## config.mk

```make
export PLATFORM = sky130hd
export DESIGN_NAME = lif_step_scheduler
export DESIGN_NICKNAME = d
export VERILOG_FILES = /design/src/rtl/lif_pkg.sv /design/src/rtl/lif_update_unit.sv /design/src/rtl/lif_step_scheduler.sv
export SDC_FILE = /design/constraint.sdc
export NUM_CORES = 1
export LEC_CHECK = 0
export BUFFER_PORTS_ARGS = -buffer_cell sky130_fd_sc_hd__buf_4
export CELL_PAD_IN_SITES_DETAIL_PLACEMENT = 0
export CELL_PAD_IN_SITES_GLOBAL_PLACEMENT = 1
export CORE_MARGIN = 5
export CORE_UTILIZATION = 30
export DETAILED_ROUTE_END_ITERATION = 6
export GPL_ROUTABILITY_DRIVEN = 1
export PLACE_DENSITY = 0.54
export SETUP_SLACK_MARGIN = 0.1
export SYNTH_ARGS = -nofsm -noshare
export SYNTH_HDL_FRONTEND = slang
export SYNTH_HIERARCHICAL = 1
export SYNTH_SLANG_ARGS = --single-unit
```

## constraint.sdc

```tcl
create_clock -name clk -period 4.5 [get_ports clk]
set_input_delay 0.225 -clock clk [delete_from_list [all_inputs] [get_ports clk]]
set_output_delay 0.225 -clock clk [all_outputs]
set_load 0.02 [all_outputs]
```

## src/rtl/lif_pkg.sv

```systemverilog
// lif_pkg: shared FSM states, default neuron constants and width helpers for the LIF scheduler
package lif_pkg;
  typedef enum logic [1:0] {IDLE, RUN, DONE} state_t;
  localparam int STATE_W_D = 8;
  localparam int CUR_W_D = 4;
  localparam int THRESH_D = 24;
  localparam int LEAK_SHIFT_D = 2;
  function automatic int sum_w(input int state_w);
    return state_w + 1;
  endfunction
  function automatic int cnt_w(input int n);
    return n < 2 ? 1 : $clog2(n + 1);
  endfunction
endpackage

```

## src/rtl/lif_update_unit.sv

```systemverilog
// lif_update_unit: combinational leak, saturating integrate and threshold-fire for one neuron
module lif_update_unit
  import lif_pkg::*;
#(
  parameter int STATE_W = STATE_W_D,
  parameter int CUR_W = CUR_W_D,
  parameter int THRESH = THRESH_D,
  parameter int LEAK_SHIFT = LEAK_SHIFT_D
) (
  input  logic [STATE_W-1:0] state,
  input  logic [CUR_W-1:0]   cur,
  input  logic               refractory_active,
  output logic [STATE_W-1:0] next_state,
  output logic               spike
);
  localparam int SW = sum_w(STATE_W);
  logic [STATE_W-1:0] leaked;
  logic [SW-1:0] sum;
  logic [STATE_W-1:0] sat;
  // leak never underflows, so only the add needs the extra carry bit
  always_comb begin
    leaked = state - (state >> LEAK_SHIFT);
    sum = {1'b0, leaked} + SW'(refractory_active ? '0 : cur);
    sat = sum[STATE_W] ? '1 : sum[STATE_W-1:0];
    spike = !refractory_active && ({1'b0, sat} >= SW'(THRESH));
    next_state = spike ? '0 : sat;
  end
endmodule

```

## src/rtl/lif_step_scheduler.sv

```systemverilog
// lif_step_scheduler: one shared LIF unit sweeps N neurons per step; LIF_REFRACTORY_EN adds refractory counters
module lif_step_scheduler
  import lif_pkg::*;
#(
  parameter int N_NEURONS = 8,
  parameter int STATE_W = STATE_W_D,
  parameter int CUR_W = CUR_W_D,
  parameter int THRESH = THRESH_D,
  parameter int LEAK_SHIFT = LEAK_SHIFT_D,
  parameter int REFRAC_STEPS = 2
) (
  input  logic                       clk,
  input  logic                       rst,
  input  logic                       step_valid,
  output logic                       step_ready,
  input  logic [N_NEURONS*CUR_W-1:0] cur_vec,
  input  logic                       clr,
  output logic [N_NEURONS-1:0]       spike_vec,
  output logic                       out_valid,
  output logic                       busy,
  output logic [15:0]                step_cnt
);
  localparam int IDX_W = N_NEURONS > 1 ? $clog2(N_NEURONS) : 1;
  state_t state;
  logic [IDX_W-1:0] idx;
  logic [STATE_W-1:0] mem [N_NEURONS];
  logic [N_NEURONS*CUR_W-1:0] cur_cap;
  logic [N_NEURONS-1:0] acc;
  logic [STATE_W-1:0] nxt;
  logic spk, refr, last;
  assign last = idx == IDX_W'(N_NEURONS - 1);
  assign step_ready = state == IDLE && !clr;
  assign busy = state != IDLE;
  lif_update_unit #(
    .STATE_W(STATE_W),
    .CUR_W(CUR_W),
    .THRESH(THRESH),
    .LEAK_SHIFT(LEAK_SHIFT)
  ) u_update (
    .state(mem[idx]),
    .cur(cur_cap[idx*CUR_W +: CUR_W]),
    .refractory_active(refr),
    .next_state(nxt),
    .spike(spk)
  );
`ifdef LIF_REFRACTORY_EN
  localparam int RW = cnt_w(REFRAC_STEPS);
  logic [RW-1:0] refr_cnt [N_NEURONS];
  assign refr = refr_cnt[idx] != '0;
  // refractory counters reload on spike and count down once per processed step
  always_ff @(posedge clk) begin
    if (rst || (state == IDLE && clr)) begin
      for (int i = 0; i < N_NEURONS; i++) refr_cnt[i] <= '0;
    end else if (state == RUN) begin
      refr_cnt[idx] <= spk ? RW'(REFRAC_STEPS) : refr ? refr_cnt[idx] - 1'b1 : refr_cnt[idx];
    end
  end
`else
  assign refr = REFRAC_STEPS < 0;
`endif
  // step FSM: capture currents, sweep neurons through the shared unit, publish spikes
  always_ff @(posedge clk) begin
    if (rst) begin
      state <= IDLE;
      idx <= '0;
      acc <= '0;
      cur_cap <= '0;
      spike_vec <= '0;
      out_valid <= 1'b0;
      step_cnt <= '0;
      for (int i = 0; i < N_NEURONS; i++) mem[i] <= '0;
    end else begin
      out_valid <= 1'b0;
      case (state)
        IDLE: begin
          if (clr) begin
            for (int i = 0; i < N_NEURONS; i++) mem[i] <= '0;
          end else if (step_valid) begin
            cur_cap <= cur_vec;
            acc <= '0;
            idx <= '0;
            state <= RUN;
          end
        end
        RUN: begin
          mem[idx] <= nxt;
          acc[idx] <= spk;
          idx <= last ? '0 : idx + 1'b1;
          state <= last ? DONE : RUN;
        end
        DONE: begin
          spike_vec <= acc;
          out_valid <= 1'b1;
          step_cnt <= step_cnt + 1'b1;
          state <= IDLE;
        end
        default: state <= IDLE;
      endcase
    end
  end
endmodule

```

# Word-level counts from Yosys, hierarchy flattened
# Memory sizes are Yosys's and may differ from the RTL's. A register that Yosys moved wholly into a read port is not among the register bits.
# Cells that the tools add are included.
[word_totals]
reg_bits = 70
ramBits = 64
in_bits = 36
out_inout_bits = 27
word_cells = 79
n_memories = 1
[mem_list]
columns = ["memory", "depth", "width", "rd", "rd_ports_with_merged_regs", "write_ports", "line", "source"]
rows = [
  ["mem", 8, 8, 1, 1, 8, "lif_step_scheduler.sv:26", "logic [STATE_W-1:0] mem [N_NEURONS];"],
]
[classes]
addsub = 4
order_cmp = 3
n_eq_ne = 5
shifts = 1
muxes = 39
bitwise_logic = 9
n_reduce_logical = 10
[op_table]
columns = ["operator", "n"]
rows = [
  ["two-way mux 8 bit", 13],
  ["variable part select 32 x 6 -> 4 bit", 1],
  ["two-way mux 3 bit", 6],
  ["adder 16 x 1 -> 16 bit, second input constant", 1],
  ["one-hot mux 8 bit (2 select lines)", 1],
  ["two-way mux 1 bit", 12],
  ["adder 8 x 4 -> 9 bit", 1],
  ["bitwise mux 8 bit", 1],
  [">= comparator 8 x 5 -> 1 bit, second input constant", 1],
  ["OR 1 bit", 8],
  ["OR reduction 8 bit", 1],
  ["subtractor 8 x 6 -> 8 bit", 1],
  ["two-way mux 2 bit", 3],
  ["one-hot mux 3 bit (2 select lines)", 1],
  ["AND reduction 3 bit", 2],
  ["less-than comparator 3 x 4 -> 1 bit, second input constant", 1],
  ["inequality test 2 bit, second input constant", 2],
  ["one-hot mux 2 bit (2 select lines)", 1],
  ["nonzero test 2 bit", 2],
  ["adder 3 x 1 -> 3 bit, second input constant", 1],
  ["demux 1 bit (select 3 bit)", 1],
  ["equality test 3 bit, second input constant", 1],
  [">= comparator 3 x 1 -> 1 bit, second input constant", 1],
  ["equality test 2 x 1 -> 1 bit, second input constant", 1],
  ["other kinds (6)", 7],
]

# Logic depth before layout (Yosys ltp)
# Gate-level depths: netlist (run 1).
[depth]
depth_word = 6
depth_mapped = 19
mapped_depth_nobuf = 17

# Modules after synthesis
# Netlist (run 1), hierarchy kept.
[by_module_without_submodules]
columns = ["mod", "n_inst", "cells_each", "area_per_inst_um2", "seq_area_each_um2"]
rows = [
  ["lif_step_scheduler", 1, 537, 5959.5, 3383.2],
  ["lif_update_unit", 1, 107, 803.3, 0.0],
]

# Least setup slack after synthesis (run 1)
# No wires, ideal clock.
[synth_timing]
kind = "reg2reg"
start = "register with a tool-made name"
end = "memory mem[0][0] (netlist name) (data pin)"
setup_time_ns = 0.133
t_arrival_ns = 4.280
required_time_ns = 4.367
path_slack_ns = 0.088
path_stages_with_launch = 20
path_buffers = 4
period_less_slack_ns = 4.412
path_cell_list = "dfxtp_1 buf_2 buf_2 mux4_2 mux2_2 inv_1 ha_1 inv_1 fa_1 xor2_1 ha_1 clkbuf_1 a21o_1 a21oi_1 nor3_1 and3_1 clkbuf_1 a21oi_1 nor3_1 and2_1"
[synth_rtl]
columns = ["item", "line"]
rows = [
  ["end, declared", "lif_step_scheduler.sv:26"],
]

==> flow_summary_export.csv, run 1 <==
group,metric,value,unit
floorplanning,die_h,160,um
floorplanning,pin_count,63,
status,status,"finished clean",
drt,wl_per_cell,16.0,um
setup_path,critPathCapture,"mem[3][2]",
cells_and_area,nFillCells,2267,
floorplanning,die-area,0.0256,mm^2
drt,drt-total-wl,16.6,mm
sta,period_minus_slack,4.25,ns
floorplanning,initial_core_util,0.301,
floorplanning,design.core.area,0.0224,mm^2
setup_path,worst-r2r-setup-slack,0.25,ns
power_and_ir_drop,p_leak,3.29,nW
yosys,ys_types,63,
cts,clockBufferDepth,2,
setup_path,critical_path.max_fanout,8,
flow_run,cap_violations,0,
yosys,yosysTopAreaCellShare,0.284,
yosys,postSynthCellCount,644,
yosys,synthArstFlopShare,0,
drt,dr.pass1.iters,4,
cells_and_area,antenna_cells,0,
global_routing,antenna_found_initial,0,
yosys,synth_warnings,6,
sta,period_share,0.945,
place,place_congestion,0.756,
sta,setup_viol,0,
global_routing,grt_max_degree,66,
drt,via_per_inst,4.79,
worst_hold_path,hold_class,"in -> reg",
setup_path,timing.rr.end,"mem[3][2]",
sta,max_freq,235,MHz
cts,clk_latency,0.42,ns
setup_path,critPathKind,"reg -> reg",
place,hpwlAfterDp,12.0,mm
sta,final.setup.tns,0,ns
cells_and_area,nNetsFinal,787,
cts,cts_buffers,17,
drt,first_iter_violations,249,
setup_path,crit_arrival,4.54,ns
sta,skew,0.0104,ns
cells_and_area,fin_util,0.380,
sta,report.final.slew_viol_count,0,
drt,drc,0,
power_and_ir_drop,total_power,0.00336,W
setup_path,cp-start-kind,"register",
drt,ant_nets,0,
floorplanning,die_w,160,um
global_routing,grt_overflow_total,0,
yosys,synth_edf_count,64,
sta,tightest_slew,1.21,ns
setup_path,end_kind,"register",
drt,route.vias.total,4956,
yosys,yosysMostFrequentCell,"nand2_1",
yosys,synth_common_cells,"nand2_1, dfxtp_1, and2_1, edfxtp_1, a21oi_1",
global_routing,grt_pass1_wl,27.2,mm
global_routing,grt_pass1_vias,5216,
cts,cts_num_sinks,137,
sta,rsz0062_at_grt,"no",
sta,timing.slew.headroom,0.185,
cts,root_buffer,"clkbuf_16",
yosys,syn_area,0.00676,mm^2
yosys,synthTopCellsByArea,"edfxtp_1, dfxtp_1, mux4_2",
yosys,synth_seq_cells,137,
cts,ctsHtreeMaxLevel,4,
floorplanning,num_rows,55,
power_and_ir_drop,peakVddDrop,0.232,mV
sta,finalHoldViolations,0,
yosys,seq_area_frac_synth,0.500,
place,numPortBuffers,62,
cts,tritoncts,"built",
setup_path,crit_required,4.79,ns
global_routing,track_usage,0.132,
setup_path,ff2ff_path_depth,19,
cells_and_area,drive_above_1_share,0.280,
yosys,ys.flop_type,"dfxtp_1",
cts,clk_pin_slew_worst_paths,0.06,ns
yosys,yosysTopAreaCell,"edfxtp_1",
cells_and_area,area_growth_syn_to_layout,26.2,%
yosys,syn_area_per_cell,10.5,um^2
power_and_ir_drop,powerDensity,393,mW/mm^2
what timing repair did:
item	CTS	global route
buffers inserted	0	7
endpoints found under the setup margin	47	48
resized for setup	6	40
pin swaps	0	9
hold buffers	0	0
sequential cells by signal, summed over array words and instances, names as in the netlist, named ones only:
register / cells
idx: 3
acc: 8
out_valid: 1
cur_cap: 32
state: 2
mem: 64
spike_vec: 8
step_cnt: 16
how the worst min path moves through the flow:
stage,end,cells after the start,startpoint
2_1_floorplan,cur_cap[0],2,cur_vec[0]
3_3_place_gp,cur_cap[10],2,cur_cap[10]
3_5_place_dp,cur_cap[30],2,cur_cap[30]
4_1_cts,cur_cap[18],3,cur_vec[18]
5_1_grt,cur_cap[26],3,cur_vec[26]
6_report,cur_cap[31],3,cur_vec[31]
cells in the final DEF (no fill, tap or decap), types with 6 or more instances in the layout:
cell and instances:
nand2b_1 7, inv_1 11, nand3b_1 6, clkbuf_16 17, mux2_2 9, a21oi_1 58, and2_1 64, nor2_1 31
dfxtp_1 71, or3_1 7, nor3_1 11, and3_1 6, mux2i_1 6, xnor2_1 9, o21ai_0 14, nor2b_1 8
inv_6 6, nand2_1 96, ha_1 11, edfxtp_1 64, o211ai_1 6, nand3_1 6, mux4_2 22, buf_4 99
where the power goes:
group | internal, W | switching, W
sequential | 0.00135 | 0.0000214
clock | 0.000727 | 0.000587
combinational | 0.000313 | 0.000360
total | 0.00239 | 0.000968
layer usage:
layer  global-route usage  part of all wire  wire (um)
met1                0.175              0.47       7810
met2                0.217              0.48       8020
met3               0.0330             0.038        625
met4               0.0348            0.0082        136
met5                    0                 0          0
through the flow:
step	area [um^2]	cells	worst slack, ns	hold slack, ns
2_1_floorplan	6770	645	0.184	0.361
3_3_place_gp	7730	995	-0.0303	0.444
3_5_place_dp	7730	995	-0.108	0.446
4_1_cts	8310	1027	0.000848	0.0358
5_1_grt	8540	1034	0.0590	0.0387
6_report	8540	1034	0.249	0.0513
area by class of cell:
class	count	area, um^2	area share
Timing Repair Buffer	104	817	0.0957
Multi-Input combinational cell	462	3360	0.394
Clock inverter	15	129	0.0151
Inverter	14	52.6	0.00616
Sequential cell	137	3390	0.397
Clock buffer	17	425	0.0498
Tap cell	285	357	0.0418
worst max-delay path, cell delays in order (launching register included):
cell	delay [ns]
dfxtp_4	0.37
buf_12	0.13
mux4_2	0.50
mux2_4	0.28
inv_2	0.07
ha_4	0.13
inv_2	0.04
fa_2	0.41
xor2_2	0.17
ha_1	0.35
buf_6	0.13
nor2_1	0.04
mux2i_1	0.13
a21boi_1	0.09
o32ai_2	0.33
a221oi_4	0.13
buf_6	0.16
buf_4	0.15
nor3_4	0.31
and2_4	0.20
cells by family (layout without fill, tap and decap cells):
family	after synthesis	after routing	share of synthesized area
AND/OR/NAND/NOR	280	280	0.219
XOR/XNOR	15	15	0.0215
other	1	2	0.000555
AO/OA/AOI/OAI	111	111	0.102
multiplexers	39	39	0.100
adder cells (fa/ha/maj)	15	15	0.0300
flip-flops	137	137	0.500
buffers and inverters	46	150	0.0272
Note: power is estimated with default switching activity, not from simulation.
==> run 2, diff against run 1 <==
--- a/config.mk
+++ b/config.mk
@@ -6,13 +6,11 @@
 export NUM_CORES = 1
 export LEC_CHECK = 0
 export BUFFER_PORTS_ARGS = -buffer_cell sky130_fd_sc_hd__buf_4
-export CELL_PAD_IN_SITES_DETAIL_PLACEMENT = 0
-export CELL_PAD_IN_SITES_GLOBAL_PLACEMENT = 1
 export CORE_MARGIN = 5
 export CORE_UTILIZATION = 30
 export DETAILED_ROUTE_END_ITERATION = 6
 export GPL_ROUTABILITY_DRIVEN = 1
-export PLACE_DENSITY = 0.54
+export PLACE_DENSITY = 0.45
 export SETUP_SLACK_MARGIN = 0.1
 export SYNTH_ARGS = -nofsm -noshare
 export SYNTH_HDL_FRONTEND = slang
==> flow_summary_export.csv, run 2 (synthesis gave the netlist of run 1 again) <==
group,metric,value,unit
place,place_congestion,0.778,
setup_path,end_kind,"register",
cells_and_area,layout_commonest_cell,"buf_4",
drt,first_iter_violations,214,
setup_path,critPathSlowestCell,"mux4_2",
worst_hold_path,hold_depth,3,
drt,drt-total-wl,16.5,mm
sta,period_share,0.944,
place,hpwlAfterDp,11.8,mm
power_and_ir_drop,powerDensity,405,mW/mm^2
flow_run,cap_violations,0,
sta,final.setup.tns,0,ns
floorplanning,pin_count,63,
cells_and_area,layout.cells.non_filler,1032,
cells_and_area,largest_register_ffs,64,
power_and_ir_drop,peakVddDrop,0.289,mV
cells_and_area,area_growth_syn_to_layout,26.8,%
cells_and_area,layout_common_cells,"buf_4, nand2_1, dfxtp_1",
setup_path,crit_arrival,4.57,ns
sta,timing.slew.headroom,0.251,
setup_path,critPathKind,"reg -> reg",
sta,tightest_slew,1.11,ns
place,place_ws,-0.0400,ns
sta,rsz0062_at_grt,"yes",
cts,tritoncts,"built",
cts,root_buffer,"clkbuf_16",
sta,period_minus_slack,4.25,ns
setup_path,ff2ff_path_depth,18,
drt,route.vias.total,5024,
global_routing,grt_pass1_vias,5158,
global_routing,grt_pass1_wl,26.9,mm
drt,drc,0,
cells_and_area,reg_top3,"mem x64, cur_cap x32, step_cnt x16",
cells_and_area,nFillCells,2253,
worst_hold_path,hold_class,"in -> reg",
cts,cts_num_sinks,137,
global_routing,grt_overflow_total,0,
cells_and_area,antenna_cells,0,
drt,wl_per_cell,15.9,um
floorplanning,design.core.area,0.0224,mm^2
cts,ctsHtreeMaxLevel,4,
setup_path,cp-start-kind,"register",
drt,dr.pass1.iters,4,
setup_path,crit_chain,"buf_12 -> mux4_2 -> mux2_2 -> inv_1 -> ha_1 -> inv_1 -> fa_2 -> xor2_1 -> ha_1 -> buf_4 -> a21oi_2 -> nor4b_2 -> o32ai_2 -> a221oi_4 -> buf_6 -> or2_4 -> nand2_4 -> o31ai_1",
floorplanning,num_rows,55,
status,status,"finished clean",
sta,finalHoldViolations,0,
cells_and_area,fin_util,0.382,
floorplanning,die_h,160,um
global_routing,antenna_found_initial,0,
place,numPortBuffers,62,
setup_path,crit_required,4.82,ns
cts,clk_latency,0.41,ns
sta,setup_ws,0.251,ns
floorplanning,initial_core_util,0.301,
cts,clockBufferDepth,2,
cts,clk_pin_slew_worst_paths,0.06,ns
setup_path,critical_path.max_fanout,7,
cells_and_area,drive_above_1_share,0.270,
place,dp_cells,997,
sta,skew,0.0119,ns
sta,report.final.slew_viol_count,0,
sta,max_freq,235,MHz
global_routing,grt_max_degree,66,
drt,via_per_inst,4.87,
cts,cts_buffers,17,
cts,cts_hold_buf,0,
floorplanning,die_w,160,um
cells_and_area,largest-register,"mem",
power_and_ir_drop,p_leak,3.31,nW
sta,setup_viol,0,
setup_path,critPathMaxStageDelay,0.50,ns
global_routing,track_usage,0.131,
worst_hold_path,min_from,"cur_vec[25]",
drt,ant_nets,0,
floorplanning,die-area,0.0256,mm^2
power_and_ir_drop,total_power,0.00347,W
cells_and_area,nNetsFinal,786,
-- run 2: worst max-delay path, delay by kind of cell (launching register included) --
family | cells | cell delay, ns
adder cells (fa/ha/maj) | 3 | 0.86
buffers and inverters | 5 | 0.57
AO/OA/AOI/OAI | 4 | 0.81
XOR/XNOR | 1 | 0.19
AND/OR/NAND/NOR | 3 | 0.56
flip-flops | 1 | 0.37
multiplexers | 2 | 0.78
-- run 2: final timing paths --
| kind | endpoint | slack [ns] |
|---|---|---|
| setup / recovery | acc[7] | 0.25 |
| hold / removal | cur_cap[25] | 0.06 |
| setup reg to reg | acc[7] | 0.25 |
| hold reg to reg | cur_cap[13] | 0.45 |
-- run 2: area by class of cell --
cell class	count	area, um^2	share of cell area
multi-input cells	462	3340	0.390
inverters	14	52.6	0.00613
clock inverters	12	136	0.0159
repair buffers	103	831	0.0969
well taps	285	357	0.0416
clock buffers	19	464	0.0542
flip-flops and latches	137	3390	0.395
-- run 2: power breakdown --
group / switching (W) / total [W] / internal [W]
Sequential: 0.0000212 / 0.00137 / 0.00135
Combinational: 0.000361 / 0.000684 / 0.000322
Clock: 0.000543 / 0.00141 / 0.000868
Total: 0.000926 / 0.00347 / 0.00254
-- run 2: repair_timing --
action / in CTS / in global routing
setup buffers: 0 / 4
pin swaps: 1 / 7
resized for setup: 8 / 28
setup endpoints to repair: 47 / 48
-- run 2: metrics by stage --
| step | cell area, um^2 | hold slack [ns] |
|---|---|---|
| floorplan | 6770 | 0.361 |
| global placement | 7760 | 0.444 |
| detailed placement | 7760 | 0.448 |
| CTS | 8400 | 0.0381 |
| global route | 8570 | 0.0429 |
| finish | 8570 | 0.0594 |
-- run 2: routing by layer --
layer	vias to the layer above	GRT usage	wire length, um
met4	0	0.0383	195
met5	-	0	0
li1	2483	-	-
met2	73	0.214	8020
met3	15	0.0294	476
met1	2453	0.174	7770
==> run 3, diff against run 2 <==
==> constraint.sdc (replaced) <==
create_clock -name clk -period 4.5 [get_ports clk]
set_input_delay 0.9 -clock clk [delete_from_list [all_inputs] [get_ports clk]]
set_output_delay 0.9 -clock clk [all_outputs]
set_load 0.02 [all_outputs]
==> flow_summary_export.csv, run 3 (synthesis gave the netlist of run 1 again) <==
group,metric,value,unit
status,status,"finished clean",
place,numPortBuffers,62,
cells_and_area,antenna_cells,0,
cts,ctsHtreeMaxLevel,4,
sta,report.final.slew_viol_count,0,
floorplanning,die_h,160,um
worst_hold_path,hold_depth,2,
setup_path,end_kind,"register",
global_routing,grt_pass1_wl,27.2,mm
place,hpwlAfterDp,11.8,mm
cells_and_area,reg_top3,"mem x64, cur_cap x32, step_cnt x16",
setup_path,cp-start-kind,"register",
power_and_ir_drop,p_leak,3.30,nW
setup_path,critPathSlowestCell,"mux4_2",
sta,setup_ws,0.208,ns
cells_and_area,fin_util,0.380,
cts,clk_latency,0.42,ns
worst_hold_path,min_from,"cur_cap[20]",
cts,cts_buffers,17,
power_and_ir_drop,powerDensity,405,mW/mm^2
setup_path,critical_path.max_fanout,7,
worst_hold_path,hold_class,"reg -> reg",
setup_path,critPathKind,"reg -> reg",
setup_path,crit_cells,18,
drt,ant_nets,0,
cts,root_buffer,"clkbuf_16",
drt,dr.pass1.iters,4,
global_routing,track_usage,0.133,
drt,drc,0,
cells_and_area,drive_above_1_share,0.264,
place,place_congestion,0.778,
drt,drt-total-wl,16.7,mm
flow_run,cap_violations,0,
drt,route.vias.total,5015,
setup_path,critPathMaxStageDelay,0.49,ns
setup_path,crit_arrival,4.62,ns
cts,cts_hold_buf,0,
setup_path,worst-r2r-setup-slack,0.21,ns
power_and_ir_drop,peakVddDrop,0.261,mV
sta,rsz0062_at_grt,"no",
floorplanning,design.core.area,0.0224,mm^2
sta,finalHoldViolations,0,
drt,via_per_inst,4.84,
floorplanning,die_w,160,um
cells_and_area,layout_common_cells,"buf_4, nand2_1, dfxtp_1",
global_routing,antenna_found_initial,0,
cells_and_area,area_growth_syn_to_layout,26.1,%
sta,final.setup.tns,0,ns
floorplanning,num_rows,55,
drt,wl_per_cell,16.1,um
setup_path,crit_chain,"buf_12 -> mux4_2 -> mux2_2 -> inv_1 -> ha_1 -> inv_1 -> fa_2 -> xor2_1 -> ha_1 -> buf_4 -> a21oi_1 -> nor4b_2 -> o32ai_2 -> a221oi_2 -> buf_4 -> or2_4 -> nand2_4 -> o31ai_1",
floorplanning,die-area,0.0256,mm^2
cells_and_area,nFillCells,2244,
cts,tritoncts,"built",
sta,period_minus_slack,4.29,ns
drt,first_iter_violations,301,
sta,period_share,0.954,
floorplanning,initial_core_util,0.301,
sta,max_freq,233,MHz
cells_and_area,largest-register,"mem",
global_routing,grt_max_degree,66,
sta,setup_viol,0,
global_routing,grt_pass1_vias,5215,
setup_path,crit_buf_inv,5,
sta,timing.slew.headroom,0.294,
cells_and_area,layout_commonest_cell,"buf_4",
cells_and_area,nNetsFinal,789,
cts,cts_num_sinks,137,
cells_and_area,largest_register_ffs,64,
cts,clk_pin_slew_worst_paths,0.06,ns
cts,clockBufferDepth,2,
place,place_ws,-0.0361,ns
sta,tightest_slew,1.06,ns
setup_path,ff2ff_path_depth,18,
floorplanning,pin_count,63,
sta,skew,0.0100,ns
setup_path,crit_required,4.82,ns
global_routing,grt_overflow_total,0,
setup_path,cpLargestDelayFamily,"adder cells",
-- run 3: cell types whose count changed in the layout (fill, tap and decap cells not counted), sizes merged --
cell,delta
clkbuf,+1
clkinv,-1
bufinv,-1
inv,+2
buf,+3
-- run 3: repair_timing --
action                                  4_1_cts  5_1_grt
gates resized for setup                       7       16
buffers inserted                              1        5
pin swaps                                     1        9
cloned                                        0        0
endpoints found under the setup margin       47       48
-- run 3: report_power, final --
group          leakage (nW)  internal, W  total, W  switching, W
combinational          1.71     0.000307  0.000657      0.000350
sequential             1.30      0.00135   0.00137     0.0000207
clock                 0.296     0.000843   0.00142      0.000581
-- run 3: cell type report --
type / instances / area (um^2) / area share
sequential: 137 / 3380 / 0.397
clock inverter: 12 / 124 / 0.0145
tap: 285 / 357 / 0.0418
inverter: 14 / 52.6 / 0.00616
multi-input combinational: 462 / 3300 / 0.387
clock buffer: 20 / 479 / 0.0562
timing repair buffer: 106 / 828 / 0.0972
-- run 3: tightest hold or removal path, stage by stage (launching register included) --
cell     delay, ns
dfxtp_1       0.31
nand2_1       0.05
a21oi_1       0.05
-- run 3: worst paths after layout --
path	to
worst max register to register	acc[7]
worst min-delay path	cur_cap[20]
worst min register to register	cur_cap[20]
worst max-delay path	acc[7]
-- run 3: per-layer routing --
| metal | GRT usage | vias up | wire length (um) | part of all wire |
|---|---|---|---|---|
| met5 | 0 | - | 0 | 0 |
| li1 | - | 2505 | - | - |
| met1 | 0.181 | 2409 | 7870 | 0.47 |
| met2 | 0.213 | 85 | 7990 | 0.48 |
| met3 | 0.0294 | 16 | 603 | 0.036 |
| met4 | 0.0364 | 0 | 190 | 0.011 |
-- run 3: metrics by stage --
step / std cells / hold WS, ns / cell area [um^2] / total power (W)
after floorplan: 645 / 0.432 / 6770 / 0.00176
after CTS: 1031 / 0.456 / 8410 / 0.00342
after global placement: 998 / 0.444 / 7770 / 0.00196
final: 1036 / 0.453 / 8520 / 0.00345
after detailed placement: 998 / 0.448 / 7770 / 0.00197
after global routing: 1036 / 0.470 / 8520 / 0.00361
